$ cat src/rtl/fsm_fib_seq_pkg.sv
// fsm_fib_seq_pkg -- shared types and ALU encodings for the Fibonacci sequencer.
//   fib_state_e : sequencer state encoding
//   ALU_MOVI    : upper byte of the move-immediate instruction word
//   ALU_ADD     : register + register instruction word
//   ALU_NOP     : idle instruction word
package fsm_fib_seq_pkg;

  typedef enum logic [2:0] {
    S_IDLE  = 3'd0,
    S_SEED0 = 3'd1,
    S_SEED1 = 3'd2,
    S_RUN   = 3'd3,
    S_DONE  = 3'd4
  } fib_state_e;

  localparam logic [7:0]  ALU_MOVI = 8'hD0;
  localparam logic [15:0] ALU_ADD  = 16'h0050;
  localparam logic [15:0] ALU_NOP  = 16'h0000;

endpackage

$ cat src/rtl/fib_idx_ring.sv
// fib_idx_ring -- three modulo-NREG register index counters for the RUN phase.
// Ports:
//   clk    : clock
//   reset  : synchronous active-high reset
//   clr_i  : reload to the first RUN term (dst=2, a=0, b=1)
//   en_i   : advance all three indices by one, wrapping at NREG
//   dst_o  : destination register index
//   a_o    : operand A register index
//   b_o    : operand B register index
module fib_idx_ring #(
  parameter int NREG = 16,
  parameter int SELW = $clog2(NREG)
) (
  input  logic            clk,
  input  logic            reset,
  input  logic            clr_i,
  input  logic            en_i,
  output logic [SELW-1:0] dst_o,
  output logic [SELW-1:0] a_o,
  output logic [SELW-1:0] b_o
);

  logic [SELW-1:0] dst_q, a_q, b_q;

  // Explicit compare-and-clear so NREG need not be a power of two.
  function automatic logic [SELW-1:0] wrap_inc(input logic [SELW-1:0] x);
    return (x == SELW'(NREG - 1)) ? '0 : x + SELW'(1);
  endfunction

  always_ff @(posedge clk) begin
    if (reset || clr_i) begin
      dst_q <= SELW'(2);
      a_q   <= '0;
      b_q   <= SELW'(1);
    end else if (en_i) begin
      dst_q <= wrap_inc(dst_q);
      a_q   <= wrap_inc(a_q);
      b_q   <= wrap_inc(b_q);
    end
  end

  assign dst_o = dst_q;
  assign a_o   = a_q;
  assign b_o   = b_q;

endmodule

$ cat src/rtl/fsm_fib_seq.sv
// fsm_fib_seq -- sequencer that drives a register file + ALU to generate a
// Fibonacci sequence of len terms from two immediate seeds.
// Build option: FSM_FIB_SEQ_OVF_ABORT_EN -- abort the run with err on an ALU
// carry during an unstalled RUN write; otherwise alu_carry is ignored.
// Ports:
//   clk, reset                : clock, synchronous active-high reset
//   start, len, seed0, seed1  : run request and its parameters (sampled in IDLE)
//   stall                     : hold the datapath (no write, state frozen)
//   alu_carry                 : ALU carry-out of the current write
//   RegEnable                 : one-hot register write enable
//   MuxControlA/B             : ALU operand register selects
//   MuxControlC               : operand B source (1 = immediate)
//   AluControl                : ALU instruction word
//   busy, done, err           : status
//
// state   | meaning
// --------+-------------------------------------------------
// S_IDLE  | waiting for start
// S_SEED0 | write seed0 into r0 (MOVI)
// S_SEED1 | write seed1 into r1 (MOVI)
// S_RUN   | write term k = r[k-2] + r[k-1] into r[k mod NREG]
// S_DONE  | one-cycle done (and err on overflow abort)
module fsm_fib_seq
  import fsm_fib_seq_pkg::*;
#(
  parameter int NREG = 16,
  parameter int LENW = 8,
  parameter int SELW = $clog2(NREG)
) (
  input  logic            clk,
  input  logic            reset,
  input  logic            start,
  input  logic [LENW-1:0] len,
  input  logic [7:0]      seed0,
  input  logic [7:0]      seed1,
  input  logic            stall,
  input  logic            alu_carry,
  output logic [NREG-1:0] RegEnable,
  output logic [SELW-1:0] MuxControlA,
  output logic [SELW-1:0] MuxControlB,
  output logic            MuxControlC,
  output logic [15:0]     AluControl,
  output logic            busy,
  output logic            done,
  output logic            err
);

  fib_state_e      state_q;
  logic [LENW-1:0] len_q;
  logic [LENW-1:0] k_q;
  logic [7:0]      seed0_q, seed1_q;
  logic            err_q;

  logic [SELW-1:0] dst_idx, a_idx, b_idx;
  logic            ring_en_d, ring_clr_d;
  logic            ovf_abort_d;

`ifdef FSM_FIB_SEQ_OVF_ABORT_EN
  assign ovf_abort_d = alu_carry;
`else
  logic unused_alu_carry;
  assign unused_alu_carry = alu_carry;
  assign ovf_abort_d      = 1'b0;
`endif

  // Ring sits at the first RUN term whenever we are outside RUN.
  assign ring_en_d  = (state_q == S_RUN) && !stall;
  assign ring_clr_d = (state_q != S_RUN);

  fib_idx_ring #(.NREG(NREG), .SELW(SELW)) u_ring (
    .clk   (clk),
    .reset (reset),
    .clr_i (ring_clr_d),
    .en_i  (ring_en_d),
    .dst_o (dst_idx),
    .a_o   (a_idx),
    .b_o   (b_idx)
  );

  always_ff @(posedge clk) begin
    if (reset) begin
      state_q <= S_IDLE;
      len_q   <= '0;
      k_q     <= '0;
      seed0_q <= '0;
      seed1_q <= '0;
      err_q   <= 1'b0;
    end else begin
      unique case (state_q)
        S_IDLE: begin
          if (start) begin
            len_q   <= len;
            seed0_q <= seed0;
            seed1_q <= seed1;
            k_q     <= '0;
            state_q <= (len == '0) ? S_DONE : S_SEED0;
          end
        end
        S_SEED0: begin
          if (!stall) begin
            k_q     <= LENW'(1);
            state_q <= (len_q >= LENW'(2)) ? S_SEED1 : S_DONE;
          end
        end
        S_SEED1: begin
          if (!stall) begin
            k_q     <= LENW'(2);
            state_q <= (len_q >= LENW'(3)) ? S_RUN : S_DONE;
          end
        end
        S_RUN: begin
          if (!stall) begin
            if (ovf_abort_d) begin
              err_q   <= 1'b1;
              state_q <= S_DONE;
            end else if (k_q == len_q - LENW'(1)) begin
              state_q <= S_DONE;
            end else begin
              k_q <= k_q + LENW'(1);
            end
          end
        end
        S_DONE: begin
          k_q     <= '0;
          err_q   <= 1'b0;
          state_q <= S_IDLE;
        end
        default: state_q <= S_IDLE;
      endcase
    end
  end

  // Moore decode; stall only masks the write strobe, selects stay put.
  always_comb begin
    RegEnable   = '0;
    MuxControlA = '0;
    MuxControlB = '0;
    MuxControlC = 1'b0;
    AluControl  = ALU_NOP;
    unique case (state_q)
      S_SEED0: begin
        RegEnable   = stall ? '0 : NREG'(1);
        MuxControlC = 1'b1;
        AluControl  = {ALU_MOVI, seed0_q};
      end
      S_SEED1: begin
        RegEnable   = stall ? '0 : NREG'(2);
        MuxControlA = SELW'(1);
        MuxControlC = 1'b1;
        AluControl  = {ALU_MOVI, seed1_q};
      end
      S_RUN: begin
        RegEnable   = stall ? '0 : (NREG'(1) << dst_idx);
        MuxControlA = a_idx;
        MuxControlB = b_idx;
        AluControl  = ALU_ADD;
      end
      default: ;
    endcase
  end

  assign busy = (state_q != S_IDLE);
  assign done = (state_q == S_DONE);
  assign err  = (state_q == S_DONE) && err_q;

endmodule

$ cat config.mk
export PLATFORM = sky130hd
export DESIGN_NAME = fsm_fib_seq
export DESIGN_NICKNAME = d
export VERILOG_FILES = /design/src/rtl/fsm_fib_seq_pkg.sv /design/src/rtl/fib_idx_ring.sv /design/src/rtl/fsm_fib_seq.sv
export SDC_FILE = /design/constraint.sdc
export NUM_CORES = 1
export LEC_CHECK = 0
export ABC_AREA = 1
export CAP_MARGIN = 10
export CORE_ASPECT_RATIO = 0.75
export CORE_MARGIN = 4
export CORE_UTILIZATION = 49
export CTS_CLUSTER_SIZE = 25
export DETAILED_ROUTE_END_ITERATION = 8
export GPL_TIMING_DRIVEN = 0
export PLACE_DENSITY = 0.91
export RECOVER_POWER = 100
export REMOVE_ABC_BUFFERS = 1
export SLEW_MARGIN = 20
export SYNTH_ARGS = -nofsm -noshare
export SYNTH_HDL_FRONTEND = slang
export SYNTH_SLANG_ARGS = --single-unit
$ cat constraint.sdc
create_clock -name clk -period 2.4 [get_ports clk]
set_input_delay 0.48 -clock clk [delete_from_list [all_inputs] [get_ports clk]]
set_output_delay 0.48 -clock clk [all_outputs]
set_load 0.02 [all_outputs]
## Word level (Yosys, flattened, before mapping)

Cells that the tools add are included.

| word-level totals | value |
|---|---|
| register bits after elaboration | 47 |
| output and inout port bits | 44 |

| cells by class | value |
|---|---|
| add/subtract/negate cells | 5 |
| $lt $le $gt $ge | 2 |
| equal/unequal tests | 15 |
| shift-type cells | 1 |
| mux-type cells | 26 |
| reduce and logical (&&, ||, !) cells | 11 |

Operators with widths:

| kind | number |
|---|---|
| $pmux W16 S3 | 2 |
| $mux W8 | 5 |
| $pmux W8 S5 | 1 |
| $mux W3 | 8 |
| $ge A8 B2 Y1 const B | 2 |
| $mux W16 | 1 |
| $mux W4 | 4 |
| $shl A1 B4 Y16 const A | 1 |
| $add A4 B1 Y4 const B | 3 |
| $eq A4 B4 Y1 const B | 3 |
| $pmux W3 S4 | 1 |
| $ne A2 B2 Y1 const B | 5 |
| $add A8 B1 Y8 const B | 1 |
| $eq A8 B8 Y1 | 1 |
| $logic_not A8 Y1 | 1 |
| $pmux W4 S2 | 1 |
| $sub A8 B1 Y8 const B | 1 |
| $eq A3 B2 Y1 const B | 2 |
| $reduce_and A6 Y1 | 1 |
| $reduce_and A5 Y1 | 1 |
| $reduce_bool A5 Y1 | 1 |
| $eq A3 B1 Y1 const B | 1 |
| $eq A3 B3 Y1 const B | 1 |
| $logic_not A3 Y1 | 1 |
| other kinds (10) | 11 |

## Longest topological paths before layout

Gate-level depths: netlist of the first run.

| logic depth | value |
|---|---|
| depth after elaboration | 5 |
| mapped depth | 15 |

## Modules after synthesis

Synthesis of the first run repeated with hierarchy kept, for this count alone.

| unflattened totals | value |
|---|---|
| cells, all modules | 438 |
| area, all modules | 2989.1 sq um |

By module, submodules not included:

| module | instances | cells an instance | area an instance (sq um) |
|---|---|---|---|
| fsm_fib_seq | 1 | 358 | 2416.1 |
| fib_idx_ring | 1 | 80 | 573.0 |

## Least setup slack after synthesis of the first run

No wires, ideal clock.

| timing path | value |
|---|---|
| kind | register to output |
| from | register state_q[2] |
| to | output port RegEnable[4] |
| data arrival time | 1.701 ns |
| setup slack | 0.219 ns |
| cell stages (with the launch flop) | 10 |
| path buffers | 1 |
| cell sequence | dfxtp_1 > nor2_4 > inv_2 > nor2_8 > inv_4 > nor2_8 > inv_2 > or2_1 > buf_4 > nor4_2 |

| on the way | value |
|---|---|
| longest elaborated chain between the ends | 2 |

RTL lines:

| item | RTL line | text |
|---|---|---|
| start, declared | fsm_fib_seq.sv:48 | `fib_state_e state_q;` |
| start signal, assigned | fsm_fib_seq.sv:96 | `state_q <= (len == '0) ? S_DONE : S_SEED0;` |
| start signal, assigned | fsm_fib_seq.sv:102 | `state_q <= (len_q >= LENW'(2)) ? S_SEED1 : S_DONE;` |
| start signal, assigned | fsm_fib_seq.sv:108 | `state_q <= (len_q >= LENW'(3)) ? S_RUN : S_DONE;` |
| $eq A3 B2 Y1 or $eq A3 B1 Y1 (tied branches) | fsm_fib_seq.sv:140 | `unique case (state_q)` |
| $pmux W16 S3 (*) | fsm_fib_seq.sv:140 |  |
| end, declared | fsm_fib_seq.sv:38 | `output logic [NREG-1:0] RegEnable,` |

Every way passes the cells marked *; elsewhere a longest branch is shown, timed or not.

## Worst setup path in the final report of the first run

| timing path | value |
|---|---|
| from | register state_q[1] |
| to | output port RegEnable[7] |

The elaborated chain is that of the path after synthesis.

==> results of run 1 <==
-- repair_timing --
action	in CTS	in global routing
resized for setup	85	18
buffers inserted	12	5
endpoints found under the setup margin	35	20
cloned	0	0
pin swaps	5	5
-- worst min path at each step --
stage                                  startpoint  slack (ps)                 endpoint  cells past startpoint
after CTS                 seed0_q[7]$_SDFFE_PP0P_         460  seed0_q[7]$_SDFFE_PP0P_                      2
after detailed placement  seed0_q[7]$_SDFFE_PP0P_         440  seed0_q[7]$_SDFFE_PP0P_                      2
after floorplan           seed0_q[4]$_SDFFE_PP0P_         430  seed0_q[4]$_SDFFE_PP0P_                      2
after global routing      seed1_q[2]$_SDFFE_PP0P_         480  seed1_q[2]$_SDFFE_PP0P_                      2
final                     seed0_q[7]$_SDFFE_PP0P_         460  seed0_q[7]$_SDFFE_PP0P_                      2
after global placement    seed0_q[0]$_SDFFE_PP0P_         440  seed0_q[0]$_SDFFE_PP0P_                      2
-- worst reg2reg max path: stages (launching register included) --
cell     delay [ps]
dfxtp_1         420
inv_1           150
ha_1            290
inv_1            70
nand2_1          60
nand3_1          80
nand2_1          50
nor2_1           80
nand3_1          80
nor2_1          130
nand2_2         160
nand2_2         150
nand2_1         110
o21ai_1         160
inv_1            50
-- registers in the layout, indices dropped and copies added, names as in the netlist --
signal        count
k_q               8
len_q             8
seed0_q           8
seed1_q           8
state_q           3
u_ring.a_o        4
u_ring.b_o        4
u_ring.dst_o      4
-- logic make-up after synthesis --
logic type               count (synthesis)
AO/OA/AOI/OAI                           94
XOR/XNOR                                10
adder cells (fa/ha/maj)                 12
buffers and inverters                   89
flip-flops                              47
other                                    1
AND/OR/NAND/NOR                        157
-- routing by layer --
| layer | part of all wire | vias to the layer above |
|---|---|---|
| met5 | 0 | - |
| met4 | 0.0091 | 0 |
| met3 | 0.10 | 14 |
| met2 | 0.45 | 153 |
| met1 | 0.44 | 1361 |
| li1 | - | 1492 |
-- Yosys cell counts (all sizes together) (10+ instances only) --
cell type,count
clkbuf,10
ha,12
buf,12
xor2,10
nor2,41
nand4,11
nand3,34
nand2,53
dfxtp,47
o21ai,32
inv,66
a21oi,44
-- layout by cell type, fill, tap and decap left out, types with 2 or more instances in the layout --
master / n
nor2_1: 36
inv_1: 59
nand2_2: 4
inv_4: 2
xor2_1: 10
o22ai_1: 9
o221ai_1: 2
nor3_2: 2
inv_2: 4
nor3_1: 5
ha_1: 12
o21ai_1: 3
nor2_8: 2
nand3_1: 34
clkdlybuf4s50_1: 30
a211oi_1: 4
buf_4: 20
o211ai_1: 2
clkbuf_8: 5
nand2_4: 4
buf_2: 4
conb_1: 6
o21ai_0: 28
nand4_1: 11
buf_6: 3
dlygate4sd2_1: 20
nand2_1: 45
dlymetal6s2s_1: 3
a21oi_1: 43
nor4_4: 2
nor4_1: 3
dfxtp_1: 45
nor4_2: 2
nor2_2: 2
-- power breakdown --
| part | internal, mW | leakage, nW | switching [mW] |
|---|---|---|---|
| logic | 0.730 | 1.27 | 1.35 |
| registers | 0.943 | 0.386 | 0.113 |
| clock network | 0.306 | 0.0513 | 0.257 |
| total | 1.98 | 1.70 | 1.72 |
-- layout make-up --
cell class | instances | area share
multi-input combinational | 279 | 0.432
sequential | 47 | 0.251
timing repair buffer | 82 | 0.194
inverter | 67 | 0.0710
tap | 75 | 0.0249
clock buffer | 6 | 0.0192
clock inverter | 1 | 0.00796
==> results_tabular.tex, run 1 <==
\begin{tabular}{lr}
\hline
Metric & Value \\
\hline
\multicolumn{2}{l}{\textbf{Logic synthesis}} \\
Number of instances in the synthesized netlist & 410 \\
Mux contribution to synthesized area & 0 \\
Simple-Gate Fraction of Synth Area & 0.278 \\
Cell variety after synth & 36 \\
Flop and latch count out of synthesis & 47 \\
Most area-hungry cell type in the Yosys netlist & dfxtp\_1 \\
Portion of synthesized cell area occupied by the leading cell type & 0.327 \\
Average footprint of a synthesized cell & 7.02 um\^{}2 \\
Share of async-settable or async-resettable flops after synthesis & 0 \\
Biggest area contributors in the synthesized netlist & dfxtp\_1 (33\%), inv\_1 (8.0\%), a21oi\_1 (7.5\%), nand2\_1 (6.3\%), nand3\_1 (5.9\%) \\
Xor-xnor portion of the synthesized cell area & 0.0304 \\
Combinational family with the most area after synthesis & simple AND/OR/NAND/NOR gates \\
Share of the yosys chip area belonging to registers & 0.327 \\
Post-synthesis compound-gate area fraction & 0.182 \\
Synth warnings & 0 \\
Leading register cell type out of synthesis & dfxtp\_1 \\
Adder-cell share of the synthesized area & 0.0522 \\
EDFF count, synth & 0 \\
Synthesized area & 2880 um\^{}2 \\
\multicolumn{2}{l}{\textbf{STA}} \\
Final Setup Violations & 0 \\
Final Max Slew Viols & 0 \\
Slew Limit Headroom & 0.535 \\
Post-Route Hold Slack & 456 ps \\
Tmin final & 2400 ps \\
Setup repair after global routing missed its margin & true \\
Actual transition at the worst max-transition pin & 695 ps \\
Final period utilization & 0.999 \\
Setup TNS after final layout & 0 ps \\
Highest attainable clock frequency & 0.417 GHz \\
Setup slack of the critical path after layout & 2.51 ps \\
Endpoints failing hold & 0 \\
Max Clock Skew & 8.22 ps \\
\multicolumn{2}{l}{\textbf{Routing}} \\
Number of nets with antenna violations after routing & 0 \\
Count of TritonRoute iterations in the first routing pass & 5 \\
Remaining DRCs & 0 \\
Vias per Instance & 5.42 \\
Total detailed-routing wirelength & 8000 um \\
DRT iter0 DRCs & 270 \\
Via Count & 3,020 \\
Routed WL per cell & 14.4 um \\
\multicolumn{2}{l}{\textbf{Worst setup path}} \\
Capturing point of the worst reg2reg path & state\_q[0]\$\_SDFFE\_PP0P\_ \\
Category of the worst setup path capture point & output port \\
Worst Setup Start Kind & register \\
Sum of buffers and inverters on the critical path & 6 \\
CP Capture Point & RegEnable[7] \\
Register-to-Register Setup Slack & 250 ps \\
CP startpoint & state\_q[1]\$\_SDFFE\_PP0P\_ \\
Arrival time at the worst endpoint & 1920 ps \\
Number of cell instances on the worst register-to-register path & 14 \\
Slowest cell on the critical path & dfxtp\_2 \\
Worst R2R Start & len\_q[0]\$\_SDFFE\_PP0P\_ \\
Worst path max stage delay & 350 ps \\
Worst path depth & 11 \\
Type of the worst setup path & register to output port \\
Highest fanout seen on the critical path & 8 \\
Required time of the critical path & 1920 ps \\
Cell family contributing the most delay on the critical path & simple AND/OR/NAND/NOR gates \\
Sequence of cells on the critical path & inv\_2 > nor2\_4 > inv\_4 > nor2\_8 > inv\_8 > nor2\_8 > inv\_4 > or2\_4 > buf\_6 > nor3\_2 > buf\_4 \\
\multicolumn{2}{l}{\textbf{Worst hold path}} \\
Hold crit path type & register to register \\
\multicolumn{2}{l}{\textbf{Clocking}} \\
Hold-fix buffers at CTS & 0 \\
CTS tree & done \\
Clk slew on worst S/H paths & 90 ps \\
Clock Latency Late Sink & 300 ps \\
Clock buffer count from CTS & 5 \\
Clock root cell & clkbuf\_8 \\
Clock tree sinks & 47 \\
Buffer depth of the longest clock path & 2 \\
H-tree lvl count & 2 \\
\multicolumn{2}{l}{\textbf{Floorplanning}} \\
Die span in y & 74.4 um \\
DIE AREA & 7180 um\^{}2 \\
Standard-cell rows & 23 \\
Number of primary I/O pins & 73 \\
Placeable Area & 5530 um\^{}2 \\
Starting Density & 0.521 \\
Die W & 96.5 um \\
\multicolumn{2}{l}{\textbf{Place}} \\
Placed Cells incl. Taps & 533 \\
Post-DP HPWL & 5340 um \\
Post-placement worst setup slack & -783 ps \\
RD Place Congestion & 0.890 \\
Area after detailed placement & 3520 um\^{}2 \\
Count of buffers from port buffering & 65 \\
\multicolumn{2}{l}{\textbf{Global route}} \\
Met3 usage in global routing & 0.0445 \\
Layer with the highest usage & met2 \\
Total track usage & 0.220 \\
Met1 capacity usage during global routing & 0.305 \\
Initial antenna violation count & 0 \\
First-pass GRT wire length & 12,600 um \\
Pin count of the biggest net entering global routing & 49 \\
Remaining global-route overflow & 0 \\
Number of global-route vias before repair & 2,734 \\
Met2 Resource Use GR & 0.349 \\
\multicolumn{2}{l}{\textbf{Final layout}} \\
Net total in the final layout & 523 \\
Finished Core Util & 0.683 \\
Share of layout cells above drive strength 1 & 0.139 \\
Layout overhead on the synthesized area & 31.0\% \\
Ant. Diodes & 0 \\
Sequential cell area & 946 um\^{}2 \\
Non-filler cells in the finished layout & 557 \\
Multi-input logic area & 1630 um\^{}2 \\
Filler cell count & 436 \\
Design Area, Final & 3770 um\^{}2 \\
\multicolumn{2}{l}{\textbf{Pwr}} \\
Design Power & 3.70 mW \\
PD cells & 982 nW/um\^{}2 \\
Leakage power & 1.70 nW \\
Maximum ir drop on the vdd rail & 0.000441 V \\
\multicolumn{2}{l}{\textbf{Run}} \\
Max-cap viol count & 0 \\
\multicolumn{2}{l}{\textbf{Status}} \\
Run status & completed \\
\hline
\end{tabular}
Note: power is estimated with default switching activity, not from simulation.
==> run 2: changes to the inputs <==
- CORE_UTILIZATION: 49 -> 51
- CTS_BUF_LIST: default -> sky130_fd_sc_hd__clkbuf_8
- CTS_CLUSTER_SIZE: 25 -> 20
- PLACE_DENSITY: 0.91 -> 0.94
==> results_tabular.tex, run 2 (synthesis gave the netlist of run 1 again) <==
\begin{tabular}{lr}
\hline
Metric & Value \\
\hline
\multicolumn{2}{l}{\textbf{Status}} \\
Run status & finished with violations (was completed) \\
Violations in the final reports & negative setup slack \\
\multicolumn{2}{l}{\textbf{Final layout}} \\
Filler cell count & 429 (was 436) \\
Design Area, Final & 3740 um\^{}2 (was 3770 um\^{}2) \\
Most common cell after layout, fill and taps aside & inv\_1 (unchanged) \\
Ant. Diodes & 0 (unchanged) \\
Finished Core Util & 0.692 (was 0.683) \\
Share of layout cells above drive strength 1 & 0.150 (was 0.139) \\
Layout overhead on the synthesized area & 30.0\% (was 31.0\%) \\
Most frequent cells in the layout & inv\_1 (59), nand2\_1 (45), dfxtp\_1 (45) (unchanged) \\
Net total in the final layout & 520 (was 523) \\
Non-filler cells in the finished layout & 555 (was 557) \\
\multicolumn{2}{l}{\textbf{STA}} \\
Setup TNS after final layout & -12.6 ps (was 0 ps) \\
Highest attainable clock frequency & 0.415 GHz (was 0.417 GHz) \\
Final Setup Violations & 3 (was 0) \\
Final Max Slew Viols & 0 (unchanged) \\
Actual transition at the worst max-transition pin & 710 ps (was 695 ps) \\
Setup repair after global routing missed its margin & true (unchanged) \\
Slew Limit Headroom & 0.525 (was 0.535) \\
Final period utilization & 1.00 (was 0.999) \\
Setup slack of the critical path after layout & -10.9 ps (was 2.51 ps) \\
Max Clock Skew & 10.1 ps (was 8.22 ps) \\
Tmin final & 2410 ps (was 2400 ps) \\
Endpoints failing hold & 0 (unchanged) \\
\multicolumn{2}{l}{\textbf{Place}} \\
Post-DP HPWL & 5620 um (was 5340 um) \\
Area after detailed placement & 3520 um\^{}2 (unchanged) \\
RD Place Congestion & 0.889 (was 0.890) \\
Placed Cells incl. Taps & 533 (unchanged) \\
Count of buffers from port buffering & 65 (unchanged) \\
\multicolumn{2}{l}{\textbf{Routing}} \\
Vias per Instance & 5.37 (was 5.42) \\
Count of TritonRoute iterations in the first routing pass & 5 (unchanged) \\
Number of nets with antenna violations after routing & 0 (unchanged) \\
Remaining DRCs & 0 (unchanged) \\
Via Count & 2,980 (was 3,020) \\
Routed WL per cell & 14.3 um (was 14.4 um) \\
DRT iter0 DRCs & 252 (was 270) \\
Total detailed-routing wirelength & 7940 um (was 8000 um) \\
\multicolumn{2}{l}{\textbf{Floorplanning}} \\
Die W & 94.8 um (was 96.5 um) \\
Placeable Area & 5410 um\^{}2 (was 5530 um\^{}2) \\
Die span in y & 73.1 um (was 74.4 um) \\
Number of primary I/O pins & 73 (unchanged) \\
Starting Density & 0.532 (was 0.521) \\
DIE AREA & 6920 um\^{}2 (was 7180 um\^{}2) \\
Standard-cell rows & 23 (unchanged) \\
\multicolumn{2}{l}{\textbf{Pwr}} \\
PD cells & 971 nW/um\^{}2 (was 982 nW/um\^{}2) \\
Leakage power & 1.70 nW (about the same) \\
Maximum ir drop on the vdd rail & 0.000459 V (was 0.000441 V) \\
Design Power & 3.63 mW (was 3.70 mW) \\
\multicolumn{2}{l}{\textbf{Clocking}} \\
Hold-fix buffers at CTS & 0 (unchanged) \\
Clk slew on worst S/H paths & 100 ps (was 90 ps) \\
Clock Latency Late Sink & 320 ps (was 300 ps) \\
Clock tree sinks & 47 (unchanged) \\
Clock buffer count from CTS & 5 (unchanged) \\
CTS tree & done (unchanged) \\
H-tree lvl count & 2 (unchanged) \\
Buffer depth of the longest clock path & 2 (unchanged) \\
Clock root cell & clkbuf\_8 (unchanged) \\
\multicolumn{2}{l}{\textbf{Worst hold path}} \\
Hold crit path type & register to register (unchanged) \\
\multicolumn{2}{l}{\textbf{Global route}} \\
Number of global-route vias before repair & 2,804 (was 2,734) \\
Pin count of the biggest net entering global routing & 49 (unchanged) \\
First-pass GRT wire length & 13,000 um (was 12,600 um) \\
Total track usage & 0.235 (was 0.220) \\
Initial antenna violation count & 0 (unchanged) \\
Remaining global-route overflow & 0 (unchanged) \\
\multicolumn{2}{l}{\textbf{Worst setup path}} \\
Worst Setup Start Kind & register (unchanged) \\
Category of the worst setup path capture point & output port (unchanged) \\
Highest fanout seen on the critical path & 10 (was 8) \\
Required time of the critical path & 1920 ps (about the same) \\
Type of the worst setup path & register to output port (unchanged) \\
Arrival time at the worst endpoint & 1930 ps (was 1920 ps) \\
\multicolumn{2}{l}{\textbf{Run}} \\
Max-cap viol count & 0 (unchanged) \\
\hline
\end{tabular}
run 2: critical path: stages, from the launching register on:
cell	delay, ps
dfxtp_4	400
nor2_4	160
inv_4	80
nor2_8	120
inv_8	70
nor2_8	130
inv_4	40
or2_4	300
nor4_4	150
buf_4	180
run 2: area by class of cell:
| type | instances | area (um^2) | share of cell area |
|---|---|---|---|
| Inverter | 67 | 270 | 0.0722 |
| Sequential cell | 47 | 946 | 0.253 |
| Timing Repair Buffer | 79 | 702 | 0.187 |
| Tap cell | 75 | 93.8 | 0.0251 |
| Clock inverter | 3 | 23.8 | 0.00635 |
| Multi-Input combinational cell | 279 | 1640 | 0.438 |
| Clock buffer | 5 | 68.8 | 0.0184 |
run 2: timing repair:
| item | CTS | global route |
|---|---|---|
| resized for setup | 92 | 24 |
| pin swaps | 5 | 5 |
| buffers inserted | 9 | 5 |
| endpoints found under the setup margin | 35 | 23 |
| hold endpoints to repair | 0 | 0 |
| cloned | 0 | 0 |
run 2: layer usage:
metal / track usage / share of wire
met5: 0 / 0
met2: 0.398 / 0.48
met1: 0.296 / 0.44
met3: 0.0629 / 0.064
met4: 0.0656 / 0.016
run 2: power breakdown:
| part | switching [mW] | internal (mW) |
|---|---|---|
| logic | 1.36 | 0.700 |
| registers | 0.122 | 0.943 |
| clock network | 0.301 | 0.209 |
| total | 1.78 | 1.85 |
run 2: final timing paths:
| kind | start | to | slack (ps) | cells past startpoint |
|---|---|---|---|---|
| setup / recovery | state_q[2]$_SDFFE_PP0P_ | RegEnable[5] | -10 | 9 |
| hold / removal | seed0_q[3]$_SDFFE_PP0P_ | seed0_q[3]$_SDFFE_PP0P_ | 460 | 2 |
| setup reg to reg | len_q[0]$_SDFFE_PP0P_ | k_q[1]$_SDFFE_PP0P_ | 240 | 15 |
| hold reg to reg | seed0_q[3]$_SDFFE_PP0P_ | seed0_q[3]$_SDFFE_PP0P_ | 460 | 2 |
run 2: stage by stage:
stage                     worst slack, ps  hold slack [ps]
after detailed placement             -736              446
after CTS                           -63.2              460
after global placement               -704              439
after global routing                 -110              493
final                               -10.9              463
after floorplan                      98.4              431
